`config.mk`:
```
export PLATFORM = sky130hd
export DESIGN_NAME = risc5_irq_ctrl
export DESIGN_NICKNAME = d
export VERILOG_FILES = /design/src/rtl/risc5_irq_pkg.sv /design/src/rtl/irq_prio_enc.sv /design/src/rtl/risc5_irq_ctrl.sv
export SDC_FILE = /design/constraint.sdc
export NUM_CORES = 1
export LEC_CHECK = 0
export CORE_ASPECT_RATIO = 0.7
export CORE_UTILIZATION = 25
export CTS_CLUSTER_DIAMETER = 50
export DETAILED_ROUTE_END_ITERATION = 8
export GPL_ROUTABILITY_DRIVEN = 0
export PLACE_DENSITY = 0.57
export SLEW_MARGIN = 20
export SYNTH_ARGS = -nofsm -noshare
export SYNTH_HDL_FRONTEND = slang
export SYNTH_HIERARCHICAL = 1
export SYNTH_SLANG_ARGS = --single-unit
```
`constraint.sdc`:
```
create_clock -name clk -period 4.8 [get_ports clk]
set_input_delay 0.48 -clock clk [delete_from_list [all_inputs] [get_ports clk]]
set_output_delay 0.48 -clock clk [all_outputs]
set_load 0.05 [all_outputs]
```
`src/rtl/risc5_irq_pkg.sv`:
```
// -----------------------------------------------------------------------------
// risc5_irq_pkg
// Shared definitions for the RISC5 multi-channel interrupt controller:
//   - IO register addresses (io_adr decode)
//   - STATUS register field positions
//   - parameter limits and the channel-id width helper
// Optional build macro used by the controller: IRQ_SYNC_EN (see risc5_irq_ctrl).
// -----------------------------------------------------------------------------
package risc5_irq_pkg;

    // Parameter limits of the controller.
    localparam int IRQ_MAX_NIRQ = 32;
    localparam int IRQ_MAX_NEST = 8;

    // IO register map, selected by io_adr.
    typedef enum logic [1:0] {
        IRQ_ENABLE  = 2'd0,   // rw, one enable bit per channel
        IRQ_MODE    = 2'd1,   // rw, 1 = edge, 0 = level
        IRQ_PENDING = 2'd2,   // r, write-1-to-clear (edge channels only)
        IRQ_STATUS  = 2'd3    // r {depth, top id, int_req, gie}, write bit0 -> gie
    } irq_reg_e;

    // STATUS register layout.
    localparam int STAT_GIE_BIT   = 0;
    localparam int STAT_REQ_BIT   = 1;
    localparam int STAT_TOP_LSB   = 8;
    localparam int STAT_TOP_W     = 5;
    localparam int STAT_DEPTH_LSB = 16;
    localparam int STAT_DEPTH_W   = 4;

    // Width of a channel id; at least one bit so a single-channel build still
    // has a legal int_id port.
    function automatic int irq_id_width(input int nirq);
        return (nirq > 1) ? $clog2(nirq) : 1;
    endfunction

endpackage

```
`src/rtl/irq_prio_enc.sv`:
```
// -----------------------------------------------------------------------------
// irq_prio_enc
// Combinational fixed-priority encoder: reports the lowest set index of req.
// Ports:
//   req    in   N     request vector, bit 0 has the highest priority
//   valid  out  1     at least one request bit set
//   id     out  IDW   index of the lowest set bit, 0 when valid=0
// -----------------------------------------------------------------------------
module irq_prio_enc
    import risc5_irq_pkg::*;
#(
    parameter int N   = 8,
    parameter int IDW = irq_id_width(N)
) (
    input  logic [N-1:0]   req,
    output logic           valid,
    output logic [IDW-1:0] id
);

    // Scanning from the top down lets the last hit, i.e. the lowest index, win.
    always_comb begin
        // NOTE: every output gets a default before the loop so no path through
        // this block leaves a value held, which would infer a latch.
        valid = |req;
        id    = '0;
        for (int i = N - 1; i >= 0; i--) begin
            if (req[i]) begin
                id = IDW'(i);
            end
        end
    end

endmodule

```
`src/rtl/risc5_irq_ctrl.sv`:
```
// -----------------------------------------------------------------------------
// risc5_irq_ctrl
// Multi-channel interrupt controller for the RISC5 core. Extends the core's
// single edge-triggered irq/intPnd/intMd scheme to NIRQ channels with a
// per-channel edge/level mode, enable mask, fixed priority (channel 0 highest)
// and preemptive nesting up to NEST levels tracked on an in-service stack.
//
// Parameters:
//   NIRQ  number of interrupt channels (1..32)
//   NEST  maximum in-service nesting depth (1..8)
//
// Ports:
//   clk      in   1     system clock, rising edge
//   rst      in   1     synchronous reset, active-high
//   irq      in   NIRQ  raw peripheral interrupt lines, active-high
//   int_req  out  1     interrupt request to the CPU
//   int_id   out  IDW   channel behind int_req, 0 while int_req=0
//   cpu_ack  in   1     pulse: CPU has taken the requested interrupt
//   cpu_rti  in   1     pulse: CPU executed RTI
//   io_adr   in   2     register select (ENABLE, MODE, PENDING, STATUS)
//   io_wr    in   1     register write strobe
//   io_rd    in   1     register read strobe
//   io_din   in   32    write data
//   io_dout  out  32    read data, combinational, 0 while io_rd=0
//
// Build option:
//   IRQ_SYNC_EN  when defined, irq passes a 2-flop synchroniser before edge
//                detection (two extra cycles of latency); use it for
//                asynchronous peripheral sources. Undefined: irq is used
//                directly, as in the original core.
// -----------------------------------------------------------------------------
module risc5_irq_ctrl
    import risc5_irq_pkg::*;
#(
    parameter  int NIRQ = 8,
    parameter  int NEST = 4,
    localparam int IDW  = irq_id_width(NIRQ)
) (
    input  logic            clk,
    input  logic            rst,
    input  logic [NIRQ-1:0] irq,
    output logic            int_req,
    output logic [IDW-1:0]  int_id,
    input  logic            cpu_ack,
    input  logic            cpu_rti,
    input  logic [1:0]      io_adr,
    input  logic            io_wr,
    input  logic            io_rd,
    input  logic [31:0]     io_din,
    output logic [31:0]     io_dout
);

    // Depth counts 0..NEST inclusive.
    localparam int DW = $clog2(NEST + 1);

    logic [NIRQ-1:0] irq_s;      // sampled irq lines
    logic [NIRQ-1:0] irq_q;      // previous irq_s, for edge detection
    logic [NIRQ-1:0] pending;
    logic [NIRQ-1:0] enable;
    logic [NIRQ-1:0] mode;       // 1 = edge, 0 = level
    logic            gie;
    logic [DW-1:0]   depth;
    logic [IDW-1:0]  stack [NEST];

    logic [NIRQ-1:0] active;
    logic            best_vld;
    logic [IDW-1:0]  best_id;
    logic [IDW-1:0]  top_id;
    logic            preempt;
    logic            depth_full;
    logic            ack_take;
    logic            pop;
    logic [DW-1:0]   push_slot;
    logic [NIRQ-1:0] edge_set;
    logic [NIRQ-1:0] ack_clr;
    logic [NIRQ-1:0] w1c_clr;
    logic [NIRQ-1:0] pending_nxt;

    // Only the low NIRQ bits (and bit 0 for gie) of io_din are meaningful;
    // the remainder is folded here so the unused upper bits are accounted for.
    logic            unused_din;
    assign unused_din = ^io_din;

    // -------------------------------------------------------------------------
    // Input sampling
    // -------------------------------------------------------------------------
`ifdef IRQ_SYNC_EN
    logic [NIRQ-1:0] sync1;
    logic [NIRQ-1:0] sync2;

    always_ff @(posedge clk) begin
        if (rst) begin
            sync1 <= '0;
            sync2 <= '0;
        end else begin
            sync1 <= irq;
            sync2 <= sync1;
        end
    end

    assign irq_s = sync2;
`else
    assign irq_s = irq;
`endif

    // -------------------------------------------------------------------------
    // Arbitration
    // -------------------------------------------------------------------------
    assign active = pending & enable;

    irq_prio_enc #(
        .N   (NIRQ),
        .IDW (IDW)
    ) u_prio_enc (
        .req   (active),
        .valid (best_vld),
        .id    (best_id)
    );

    // Channel currently in service; meaningful only while depth > 0.
    always_comb begin
        top_id = '0;
        for (int k = 0; k < NEST; k++) begin
            if (depth == DW'(k + 1)) begin
                top_id = stack[k];
            end
        end
    end

    // With nothing in service the current level is NIRQ, which every channel
    // beats, so the comparison only matters once the stack is non-empty.
    assign preempt    = (depth == '0) || (best_id < top_id);
    assign depth_full = (depth == DW'(NEST));
    assign int_req    = gie & best_vld & preempt & ~depth_full;
    assign int_id     = int_req ? best_id : '0;

    // -------------------------------------------------------------------------
    // Stack control. An ack with no request is ignored, an rti on an empty
    // stack is ignored. Ack and rti together pop first, then push into the
    // freed slot, so the top entry is replaced and depth is unchanged.
    // -------------------------------------------------------------------------
    assign ack_take  = cpu_ack & int_req;
    assign pop       = cpu_rti & (depth != '0);
    assign push_slot = pop ? (depth - DW'(1)) : depth;

    // -------------------------------------------------------------------------
    // Pending update. Edge channels: a new edge sets, ack/w1c clear, and a
    // set in the same cycle wins over either clear. Level channels simply
    // follow the sampled line.
    // -------------------------------------------------------------------------
    assign edge_set = irq_s & ~irq_q;
    assign ack_clr  = ack_take ? (NIRQ'(1) << int_id) : '0;
    assign w1c_clr  = (io_wr && (io_adr == IRQ_PENDING)) ? io_din[NIRQ-1:0] : '0;

    assign pending_nxt = ( mode & (edge_set | (pending & ~(ack_clr | w1c_clr))))
                       | (~mode & irq_s);

    // -------------------------------------------------------------------------
    // State registers
    // -------------------------------------------------------------------------
    always_ff @(posedge clk) begin
        if (rst) begin
            // NOTE: the stack is small and its top entry is visible through
            // STATUS, so it is cleared on reset together with depth rather
            // than left holding stale ids.
            irq_q   <= '0;
            pending <= '0;
            enable  <= '0;
            mode    <= '0;
            gie     <= 1'b0;
            depth   <= '0;
            for (int k = 0; k < NEST; k++) begin
                stack[k] <= '0;
            end
        end else begin
            // NOTE: all state here uses non-blocking assignments so every
            // register samples the pre-edge values, independent of order.
            irq_q   <= irq_s;
            pending <= pending_nxt;

            // Hardware never changes ENABLE, MODE or gie, so software writes
            // always take effect.
            if (io_wr) begin
                case (io_adr)
                    IRQ_ENABLE: enable <= io_din[NIRQ-1:0];
                    IRQ_MODE:   mode   <= io_din[NIRQ-1:0];
                    IRQ_STATUS: gie    <= io_din[STAT_GIE_BIT];
                    default:    ;
                endcase
            end

            if (ack_take && !pop) begin
                depth <= depth + DW'(1);
            end else if (pop && !ack_take) begin
                depth <= depth - DW'(1);
            end

            for (int k = 0; k < NEST; k++) begin
                if (ack_take && (push_slot == DW'(k))) begin
                    stack[k] <= int_id;
                end
            end
        end
    end

    // -------------------------------------------------------------------------
    // IO read mux; unused bits read 0.
    // -------------------------------------------------------------------------
    always_comb begin
        io_dout = '0;
        if (io_rd) begin
            case (io_adr)
                IRQ_ENABLE:  io_dout = 32'(enable);
                IRQ_MODE:    io_dout = 32'(mode);
                IRQ_PENDING: io_dout = 32'(pending);
                IRQ_STATUS: begin
                    io_dout[STAT_DEPTH_LSB +: STAT_DEPTH_W] = STAT_DEPTH_W'(depth);
                    io_dout[STAT_TOP_LSB +: STAT_TOP_W]     = STAT_TOP_W'(top_id);
                    io_dout[STAT_REQ_BIT]                   = int_req;
                    io_dout[STAT_GIE_BIT]                   = gie;
                end
                default: io_dout = '0;
            endcase
        end
    end

endmodule

```
==> results of run 1 <==
==> final cells by class <==
| type | count | area, um2 | share of cell area |
|---|---|---|---|
| sequential | 48 | 1080 | 0.293 |
| clock buffer | 5 | 125 | 0.0339 |
| clock inverter | 3 | 42.5 | 0.0115 |
| multi-input combinational | 267 | 1720 | 0.467 |
| timing repair buffer | 52 | 493 | 0.134 |
| inverter | 8 | 30.0 | 0.00813 |
| tap | 157 | 196 | 0.0532 |
==> cells by family after synthesis <==
family | Yosys count
AOI/OAI and AO/OA | 70
xor gates and xnor gates | 2
adders and majority gates | 9
buffers and inverters | 44
DFF | 48
muxes | 25
other | 1
and+or+nand+nor | 143
==> power groups by stage <==
stage	Clock [mW]	Sequential (mW)	Combinational, mW
floorplan	0	0.472	0.408
finish	0.393	0.469	0.529
CTS	0.402	0.469	0.525
detailed placement	0	0.478	0.522
global placement	0	0.476	0.512
global route	0.420	0.474	0.578
==> flip-flops by register name, indices dropped and copies added, names as in the netlist <==
register,cells
depth,3
enable,8
gie,1
irq_q,8
mode,8
pending,8
stack,12
==> metal layers <==
layer / GRT usage / up-vias / part of all wire
li1: - / 1260 / -
met1: 0.197 / 1203 / 0.54
met2: 0.180 / 68 / 0.40
met3: 0.0293 / 6 / 0.056
met4: 0.0297 / 0 / 0.0069
met5: 0 / - / 0
==> per-stage QoR <==
stage,setup WS [ps],power (mW)
after floorplan,1510,0.880
after global placement,880,0.988
after detailed placement,832,1.00
after CTS,508,1.40
after global routing,294,1.47
final,503,1.39
==> critical path, stage by stage (launching register included) <==
cell,delay (ps)
dfxtp_1,510
inv_2,140
ha_1,290
nand3b_1,190
a21oi_1,230
o21ai_0,130
and3_1,210
ha_1,170
a21oi_1,140
o2111ai_1,120
a31oi_2,180
buf_4,240
and2_1,150
clkdlybuf4s50_1,800
==> path summary, 6_finish.rpt <==
check | to | depth (start not counted)
min | enable[3] | 2
max | int_id[1] | 13
max reg2reg | depth[2] | 16
min reg2reg | enable[3] | 2
==> cell usage after synthesis, types with 2 or more instances <==
library cell | count | area share
and3_1 | 3 | 0.0063
nand3_1 | 6 | 0.010
a21oi_1 | 14 | 0.023
a211oi_1 | 8 | 0.020
dfxtp_1 | 36 | 0.24
nor3_1 | 3 | 0.0050
buf_6 | 2 | 0.0075
and3b_1 | 4 | 0.012
a31oi_1 | 5 | 0.010
edfxtp_1 | 12 | 0.12
o211ai_1 | 4 | 0.010
nand2b_1 | 3 | 0.0063
nor4b_1 | 4 | 0.012
buf_2 | 8 | 0.013
clkbuf_1 | 6 | 0.0075
buf_1 | 2 | 0.0025
mux2i_1 | 24 | 0.080
buf_4 | 18 | 0.045
a31o_2 | 4 | 0.012
xor2_1 | 2 | 0.0059
o21ai_0 | 16 | 0.027
ha_1 | 9 | 0.038
nor2b_1 | 13 | 0.027
a21boi_0 | 8 | 0.020
and2_1 | 20 | 0.042
and4_1 | 12 | 0.035
nand2_1 | 25 | 0.031
inv_1 | 7 | 0.0088
nand3b_1 | 2 | 0.0050
nor2_1 | 40 | 0.050
==> metrics.md, run 1 <==
| Metric | Value |
|---|---|
| Max Cap Viol | `0` |
| Cells after synthesis | `342` |
| H-Tree Depth | `2` |
| Reg-to-Reg Start | `depth[0]` |
| Post-synth ARST share | `0` |
| Post-layout util | `0.316` |
| Largest family of logic cells by synthesized area | `simple AND/OR/NAND/NOR gates` |
| Maximum vdd drop | `0.000263 V` |
| Endpoints failing setup | `0` |
| Routed wire length | `7880 um` |
| Initial drt markers | `138` |
| Cell internal pwr | `0.877 mW` |
| CTS clk-pin slew, worst paths | `70 ps` |
| Synth unique cells | `52` |
| NetSw | `0.514 mW` |
| Most frequent cells in the layout | `clkdlybuf4s50_1 (41), nor2_1 (40), dfxtp_1 (36)` |
| Die width | `133 um` |
| Commonest non-fill, non-tap cell in the layout | `clkdlybuf4s50_1` |
| Flop2flop setup slack | `1280 ps` |
| Number of synthesized flops with an enable pin | `12` |
| Compound-Gate Fraction of Synth Area | `0.156` |
| Area grow syn2layout | `23.4%` |
| Pleak | `1.44 nW` |
| Post-CTS Setup Repair Bufs | `0` |
| Hold_ws | `520 ps` |
| Clk Latency, worst-skew pair | `290 ps` |
| IO Pins | `84` |
| Filler Cells Inserted | `1198` |
| CTS max path bufs | `2` |
| Total track usage | `0.129` |
| Min-delay worst type | `reg -> reg` |
| DP Area | `3520 um2` |
| Drt first pass iters | `4` |
| Crit-path max FO | `19` |
| Grt ovf | `0` |
| Seq/Total Area, Yosys | `0.361` |
| Slew Viols, Final | `0` |
| CTS Hold Buffers Added | `0` |
| Core area | `11700 um2` |
| Hpwl dp | `5970 um` |
| Setup crit start kind | `flip-flop` |
| Min cycle time layout | `4300 ps` |
| Fin area | `3690 um2` |
| Full die area | `12400 um2` |
| Via count | `2537` |
| Clock network power share | `0.283` |
| Avg Cell Area, Syn | `8.75 um2` |
| Fin crit share | `0.895` |
| Crit path launch | `depth[0]` |
| Port Buf Inserts | `41` |
| Main synth FF type | `dfxtp_1` |
| Post-CTS resize count | `0` |
| Kind of critical path | `reg -> out` |
| DRT antenna net count | `0` |
| Layout cell share with drive strength beyond 1 | `0.0836` |
| Diode count | `0` |
| Die Ht | `93.5 um` |
| Gate power share | `0.380` |
| Worst Path Required | `4320 ps` |
| Final cell count without fillers | `540` |
| Final hold vios | `0` |
| Vias in the first global route | `2303` |
| Yosys Warn Count | `6` |
| Row cnt | `33` |
| CTS Root Cell | `clkbuf_16` |
| Slew headroom | `0.541` |
| Post-Synth Simple-Gate Area | `0.265` |
| First-pass GRT wire length | `12300 um` |
| Residual DRC | `0` |
| CTS buffer count | `5` |
| Post-Synth Adder-Cell Area | `0.0376` |
| Avg WL per Cell | `14.6 um` |
| TNS Setup | `0 ps` |
| Pwr dens | `377 nW/um2` |
| Mux share of post-synthesis cell area | `0.0878` |
| Sw Share | `0.370` |
| Seq cells post-synth | `48` |
| Min-delay src | `enable[3]` |
| Sink Count | `48` |
| Vias per inst | `4.70` |
| XOR/XNOR Fraction of Synth Area | `0.00585` |
| Worst Skew | `5.72 ps` |
| Crit path DAT | `3820 ps` |
| Final nets | `439` |
| Largest net degree at the start of global routing | `21` |
| RSZ-0062 raised after global routing | `no` |
| Status | `complete, no violations` |
| Part of the power in registers | `0.337` |
| FMAX | `233 MHz` |
| Placed Cells | `532` |
| Mapped Area | `2990 um2` |
| Initial antenna violation count | `0` |
| Setup crit end kind | `primary output` |
| Clock tree from TritonCTS | `yes` |
| Least-Margin Pin Slew | `686 ps` |
| Starting Density | `0.256` |
(Power assumes the default switching activity.)
==> inputs of run 2 (changes only) <==
--- a/config.mk
+++ b/config.mk
@@ -6,11 +6,12 @@
 export NUM_CORES = 1
 export LEC_CHECK = 0
 export CORE_ASPECT_RATIO = 0.7
-export CORE_UTILIZATION = 25
+export CORE_UTILIZATION = 50
 export CTS_CLUSTER_DIAMETER = 50
 export DETAILED_ROUTE_END_ITERATION = 8
 export GPL_ROUTABILITY_DRIVEN = 0
-export PLACE_DENSITY = 0.57
+export PLACE_DENSITY = 0.93
+export SKIP_CTS_REPAIR_TIMING = 1
 export SLEW_MARGIN = 20
 export SYNTH_ARGS = -nofsm -noshare
 export SYNTH_HDL_FRONTEND = slang
==> run 2 against run 1 <==
Core utilization is 29 points higher; final cell count is 16% lower; via count is 3.5% higher; die area is 49% lower; flip-flop and latch count stayed put; largest cell class unchanged; largest power group unchanged.
==> metrics.md, run 2 (same netlist as run 1, synthesis figures left out) <==
| Metric | Value |
|---|---|
| Area grow syn2layout | `16.7%` |
| Slew Viols, Final | `0` |
| Crit path DAT | `3980 ps` |
| Full die area | `6300 um2` |
| Avg WL per Cell | `15.9 um` |
| First-pass GRT wire length | `11300 um` |
| Placed Cells | `448` |
| Largest register FFs | `12` |
| Final cell count without fillers | `456` |
| Die width | `94.5 um` |
| Kind of critical path | `reg -> out` |
| Clock network power share | `0.200` |
| CTS clk-pin slew, worst paths | `90 ps` |
| Layout cell share with drive strength beyond 1 | `0.0761` |
| Core area | `5760 um2` |
| Die Ht | `66.7 um` |
| Initial antenna violation count | `0` |
| Worst path slowest cell | `clkdlybuf4s50_1` |
| Hpwl dp | `5310 um` |
| Min-delay worst type | `reg -> reg` |
| RSZ-0062 raised after global routing | `no` |
| CP Cell Sequence | `ha_1 -> ha_1 -> nor2b_1 -> a32o_1 -> a31oi_1 -> ha_1 -> a21oi_1 -> o2111ai_1 -> a31oi_2 -> and2_1 -> clkdlybuf4s50_1` |
| NetSw | `0.506 mW` |
| CTS buffer count | `5` |
| Overall Power | `1.24 mW` |
| Pleak | `1.40 nW` |
| Min cycle time layout | `4460 ps` |
| Via count | `2625` |
| Residual DRC | `0` |
| Setup crit start kind | `flip-flop` |
| IO Pins | `84` |
| Cell internal pwr | `0.733 mW` |
| Maximum vdd drop | `0.000163 V` |
| Final nets | `437` |
| Sink Count | `48` |
| FMAX | `224 MHz` |
| Commonest non-fill, non-tap cell in the layout | `clkdlybuf4s50_1` |
| Worst Skew | `6.21 ps` |
| Final hold vios | `0` |
| Total track usage | `0.237` |
| Diode count | `0` |
| Pwr dens | `354 nW/um2` |
| Setup crit end kind | `primary output` |
| Port Buf Inserts | `41` |
| Top cell by count, worst path | `ha_1` |
| Largest net degree at the start of global routing | `43` |
| Initial drt markers | `209` |
| Least-Margin Pin Slew | `772 ps` |
| DRT antenna net count | `0` |
| Multi-input logic area | `1720 um2` |
| Crit-path max FO | `8` |
| Gate power share | `0.420` |
| Routed wire length | `7230 um` |
| Crit-path max cell delay | `820 ps` |
| CTS Root Cell | `clkbuf_8` |
| Status | `complete, no violations` |
| Most frequent cells in the layout | `clkdlybuf4s50_1 (41), nor2_1 (40), dfxtp_1 (36)` |
| Worst Path Required | `4320 ps` |
| Vias per inst | `5.76` |
| Part of the power in registers | `0.380` |
| Grt ovf | `0` |
| Fin crit share | `0.929` |
| Endpoints failing setup | `0` |
| Storage cell area | `1080 um2` |
| Largest Register | `stack` |
| Row cnt | `23` |
| Slew headroom | `0.478` |
| Max Cap Viol | `0` |
| Clk Latency, worst-skew pair | `310 ps` |
| Starting Density | `0.520` |
| Clock tree from TritonCTS | `yes` |
| Post-layout util | `0.607` |
| Sw Share | `0.408` |
| Drt first pass iters | `5` |
| TNS Setup | `0 ps` |
| H-Tree Depth | `2` |
| Vias in the first global route | `2367` |
| Filler Cells Inserted | `489` |
| CTS max path bufs | `2` |
[run 2: changes by cell type in the layout (fill, tap and decap cells not counted)]
cell	change
clkbuf_16	-5
clkbuf_8	+5
buf_4	-2
bufinv_16	-1
clkinv_1	+1
clkinvlp_4	-1
inv_6	+1
[run 2: power by group through the flow]
stage | registers (mW) | logic [mW] | clock network, mW
final | 0.470 | 0.520 | 0.248
after CTS | 0.468 | 0.510 | 0.247
after global placement | 0.475 | 0.483 | 0
after floorplan | 0.472 | 0.408 | 0
after global routing | 0.473 | 0.566 | 0.271
after detailed placement | 0.478 | 0.508 | 0
[run 2: path summary, 6_finish.rpt]
check,to,cells past startpoint,startpoint,slack (ps)
max,int_id[0],11,depth[0],340
min,enable[5],2,enable[5],530
max reg2reg,depth[2],15,depth[0],940
min reg2reg,enable[5],2,enable[5],530
[run 2: cell type report]
type                            instances  area share
Clock inverter                          3     0.00501
Inverter                                8     0.00860
Tap cell                               75      0.0269
Multi-Input combinational cell        267       0.494
Clock buffer                            5      0.0197
Timing Repair Buffer                   50       0.137
Sequential cell                        48       0.309
[run 2: worst max-delay path: cells and delay by family (launching register included)]
family                   cells  cell delay, ps
adder cells (fa/ha/maj)      3             830
buffers and inverters        1             820
flip-flops                   1             420
AO/OA/AOI/OAI                5            1190
AND/OR/NAND/NOR              2             400
[run 2: through the flow]
stage,setup WS [ps],cell area [um2],hold slack [ps]
2_1_floorplan,1510,3060,470
3_3_place_gp,807,3410,494
3_5_place_dp,745,3410,505
4_1_cts,390,3490,528
5_1_grt,163,3490,547
6_report,343,3490,531
[run 2: metal layers]
metal,part of all wire,global-route usage,wire length [um]
met5,0,0,0
met1,0.46,0.315,3310
met2,0.45,0.371,3260
met4,0.022,0.0928,157
met3,0.071,0.0559,510
==> inputs of run 3 (changes only) <==
--- a/config.mk
+++ b/config.mk
@@ -10,10 +10,9 @@
 export CTS_CLUSTER_DIAMETER = 50
 export DETAILED_ROUTE_END_ITERATION = 8
 export GPL_ROUTABILITY_DRIVEN = 0
-export PLACE_DENSITY = 0.93
+export PLACE_DENSITY = 0.94
 export SKIP_CTS_REPAIR_TIMING = 1
 export SLEW_MARGIN = 20
 export SYNTH_ARGS = -nofsm -noshare
 export SYNTH_HDL_FRONTEND = slang
-export SYNTH_HIERARCHICAL = 1
 export SYNTH_SLANG_ARGS = --single-unit
==> run 3 against run 2 <==
Count of clock-buffer cells in the layout did not move; combinational power is 43% lower; non-clock buffer count fell by 6; global-route usage increased by 0.12 points; critical endpoint is now io_dout[1]; largest cell class unchanged; largest power group is now sequential cells.
==> metrics.md, run 3 <==
| Metric | Value |
|---|---|
| Max Cap Viol | `0` |
| Crit path DAT | `3920 ps` |
| Gate power share | `0.278` |
| Part of the power in registers | `0.431` |
| Largest net degree at the start of global routing | `41` |
| NetSw | `0.372 mW` |
| Final hold vios | `0` |
| Residual DRC | `0` |
| Die width | `92.5 um` |
| Starting Density | `0.534` |
| Clock tree from TritonCTS | `yes` |
| Largest area contributor in the netlist | `dfxtp_1` |
| Sw Share | `0.348` |
| FMAX | `227 MHz` |
| Area share of the largest cell type after synthesis | `0.251` |
| Worst Skew | `7.82 ps` |
| RSZ-0062 raised after global routing | `no` |
| Avg WL per Cell | `15.7 um` |
| CTS max path bufs | `2` |
| Cell internal pwr | `0.695 mW` |
| Full die area | `6040 um2` |
| Reg-to-Reg Start | `depth[0]` |
| Row cnt | `22` |
| Initial drt markers | `231` |
| DRT antenna net count | `0` |
| CTS Root Cell | `clkbuf_8` |
| Commonest non-fill, non-tap cell in the layout | `nor2_1` |
| Status | `complete, no violations` |
| Clock network power share | `0.291` |
| Pwr dens | `315 nW/um2` |
| Crit-path max cell delay | `820 ps` |
| Number of synthesized flops with an enable pin | `12` |
| Area grow syn2layout | `18.0%` |
| Overall Power | `1.07 mW` |
| Pleak | `1.30 nW` |
| Synth unique cells | `52` |
| Min-delay src | `irq_q[3]` |
| Via count | `2556` |
| Area contributors post-synth | `dfxtp_1 (25%), edfxtp_1 (13%), mux2i_1 (8.0%)` |
| Fin crit share | `0.916` |
| Worst Path Required | `4320 ps` |
| Diode count | `0` |
| Crit path launch | `depth[0]` |
| Seq cells post-synth | `48` |
| Avg Cell Area, Syn | `8.66 um2` |
| CP Cell Sequence | `inv_1 -> ha_1 -> a21oi_1 -> o21ai_0 -> a21oi_1 -> ha_1 -> a21oi_1 -> o221ai_2 -> o21ai_4 -> a31oi_1 -> a21oi_1 -> clkdlybuf4s50_1` |
| Largest register FFs | `12` |
| Cells after synthesis | `331` |
| CP bufs+invs | `2` |
| CTS buffer count | `5` |
| Crit-path max FO | `9` |
| Sink Count | `48` |
| Setup crit end kind | `primary output` |
| Vias per inst | `5.78` |
| Kind of critical path | `reg -> out` |
| Seq/Total Area, Yosys | `0.377` |
| Drt first pass iters | `5` |
| Layout cell share with drive strength beyond 1 | `0.0622` |
| Maximum vdd drop | `0.000149 V` |
| Top cell by count, worst path | `a21oi_1` |
| CTS clk-pin slew, worst paths | `100 ps` |
| Min-delay worst type | `reg -> reg` |
| Port Buf Inserts | `41` |
| Min cycle time layout | `4400 ps` |
| Total track usage | `0.238` |
| Slew Viols, Final | `0` |
| Least-Margin Pin Slew | `599 ps` |
| Clk Latency, worst-skew pair | `320 ps` |
| Main synth FF type | `dfxtp_1` |
| Mapped Area | `2870 um2` |
| Endpoints failing setup | `0` |
| H-Tree Depth | `2` |
| Slew headroom | `0.600` |
| CP delay by family, top | `compound AO/OA/AOI/OAI gates` |
| Flop2flop setup slack | `1170 ps` |
| Top-count cell post-synth | `nor2_1` |
| Grt ovf | `0` |
| Worst path slowest cell | `clkdlybuf4s50_1` |
| Hpwl dp | `5060 um` |
| Most frequent cells in the layout | `nor2_1 (45), nand2_1 (43), clkdlybuf4s50_1 (41)` |
| Post-synth ARST share | `0` |
| Largest Register | `stack` |
| Die Ht | `65.4 um` |
| Core area | `5370 um2` |
| Setup crit start kind | `flip-flop` |
| Post-synth top cells | `nor2_1 (45), nand2_1 (43), dfxtp_1 (36), mux2i_1 (23), buf_4 (19)` |
| Yosys Warn Count | `0` |
| Routed wire length | `6950 um` |
| Final nets | `426` |
| Initial antenna violation count | `0` |
| TNS Setup | `0 ps` |
| IO Pins | `84` |
| First-pass GRT wire length | `11100 um` |
| Vias in the first global route | `2305` |
-- run 3: cell types whose count changed after synthesis, sizes merged, moves of 5 or more --
cell    change
nand2      +18
a22o        +9
and4       -12
and2       -10
nor2        +5
a21boi      -7
nand3       +6
buf         -5
-- run 3: logic make-up after synthesis --
logic type                 after synthesis  share of synthesized area
DFF                                     48                      0.377
and+or+nand+nor                        143                      0.236
adders and majority gates                9                     0.0393
other                                    1                    0.00131
buffers and inverters                   39                     0.0768
AOI/OAI and AO/OA                       63                      0.166
muxes                                   26                     0.0973
xor gates and xnor gates                 2                    0.00611
-- run 3: worst paths after layout --
path	depth (start not counted)	end
worst min register to register	2	pending[3]
worst min-delay path	2	pending[3]
worst max-delay path	12	io_dout[1]
worst max register to register	14	depth[2]
-- run 3: stage by stage --
step	area [um2]	utilization	std cells	hold WS, ps	setup WS [ps]
after floorplan	2930	-	348	446	1350
after global routing	3380	0.630	442	509	94.0
after detailed placement	3270	0.609	434	470	667
after global placement	3270	0.609	434	460	818
after CTS	3380	0.630	442	493	326
final	3380	0.630	442	492	404
-- run 3: layer usage --
layer | track usage | up-vias | share of wire
li1 | - | 1209 | -
met1 | 0.327 | 1170 | 0.43
met2 | 0.360 | 158 | 0.44
met3 | 0.0451 | 19 | 0.11
met4 | 0.115 | 0 | 0.026
met5 | 0 | - | 0
-- run 3: power groups by stage --
stage	combinational, mW	sequential [mW]	clock, mW
global route	0.318	0.463	0.329
detailed placement	0.290	0.467	0
finish	0.297	0.460	0.310
floorplan	0.233	0.457	0
CTS	0.292	0.458	0.310
global placement	0.279	0.466	0
-- run 3: layout make-up --
class | instances | area [um2]
Multi-Input combinational cell | 261 | 1630
Timing Repair Buffer | 44 | 433
Sequential cell | 48 | 1080
Fill cell | 458 | 1980
Clock inverter | 3 | 46.3
Inverter | 9 | 33.8
Clock buffer | 5 | 68.8
Tap cell | 72 | 90.1
-- run 3: worst reg2reg max path, stage by stage, from the launching register on --
cell	delay [ps]
dfxtp_1	480
inv_1	180
ha_1	310
a21oi_1	160
o21ai_0	90
a21oi_1	270
ha_1	300
a21oi_1	160
o221ai_2	170
o21ai_4	320
and2_1	320
ha_1	330
o21ai_0	200
o21ai_0	100
and2_1	160
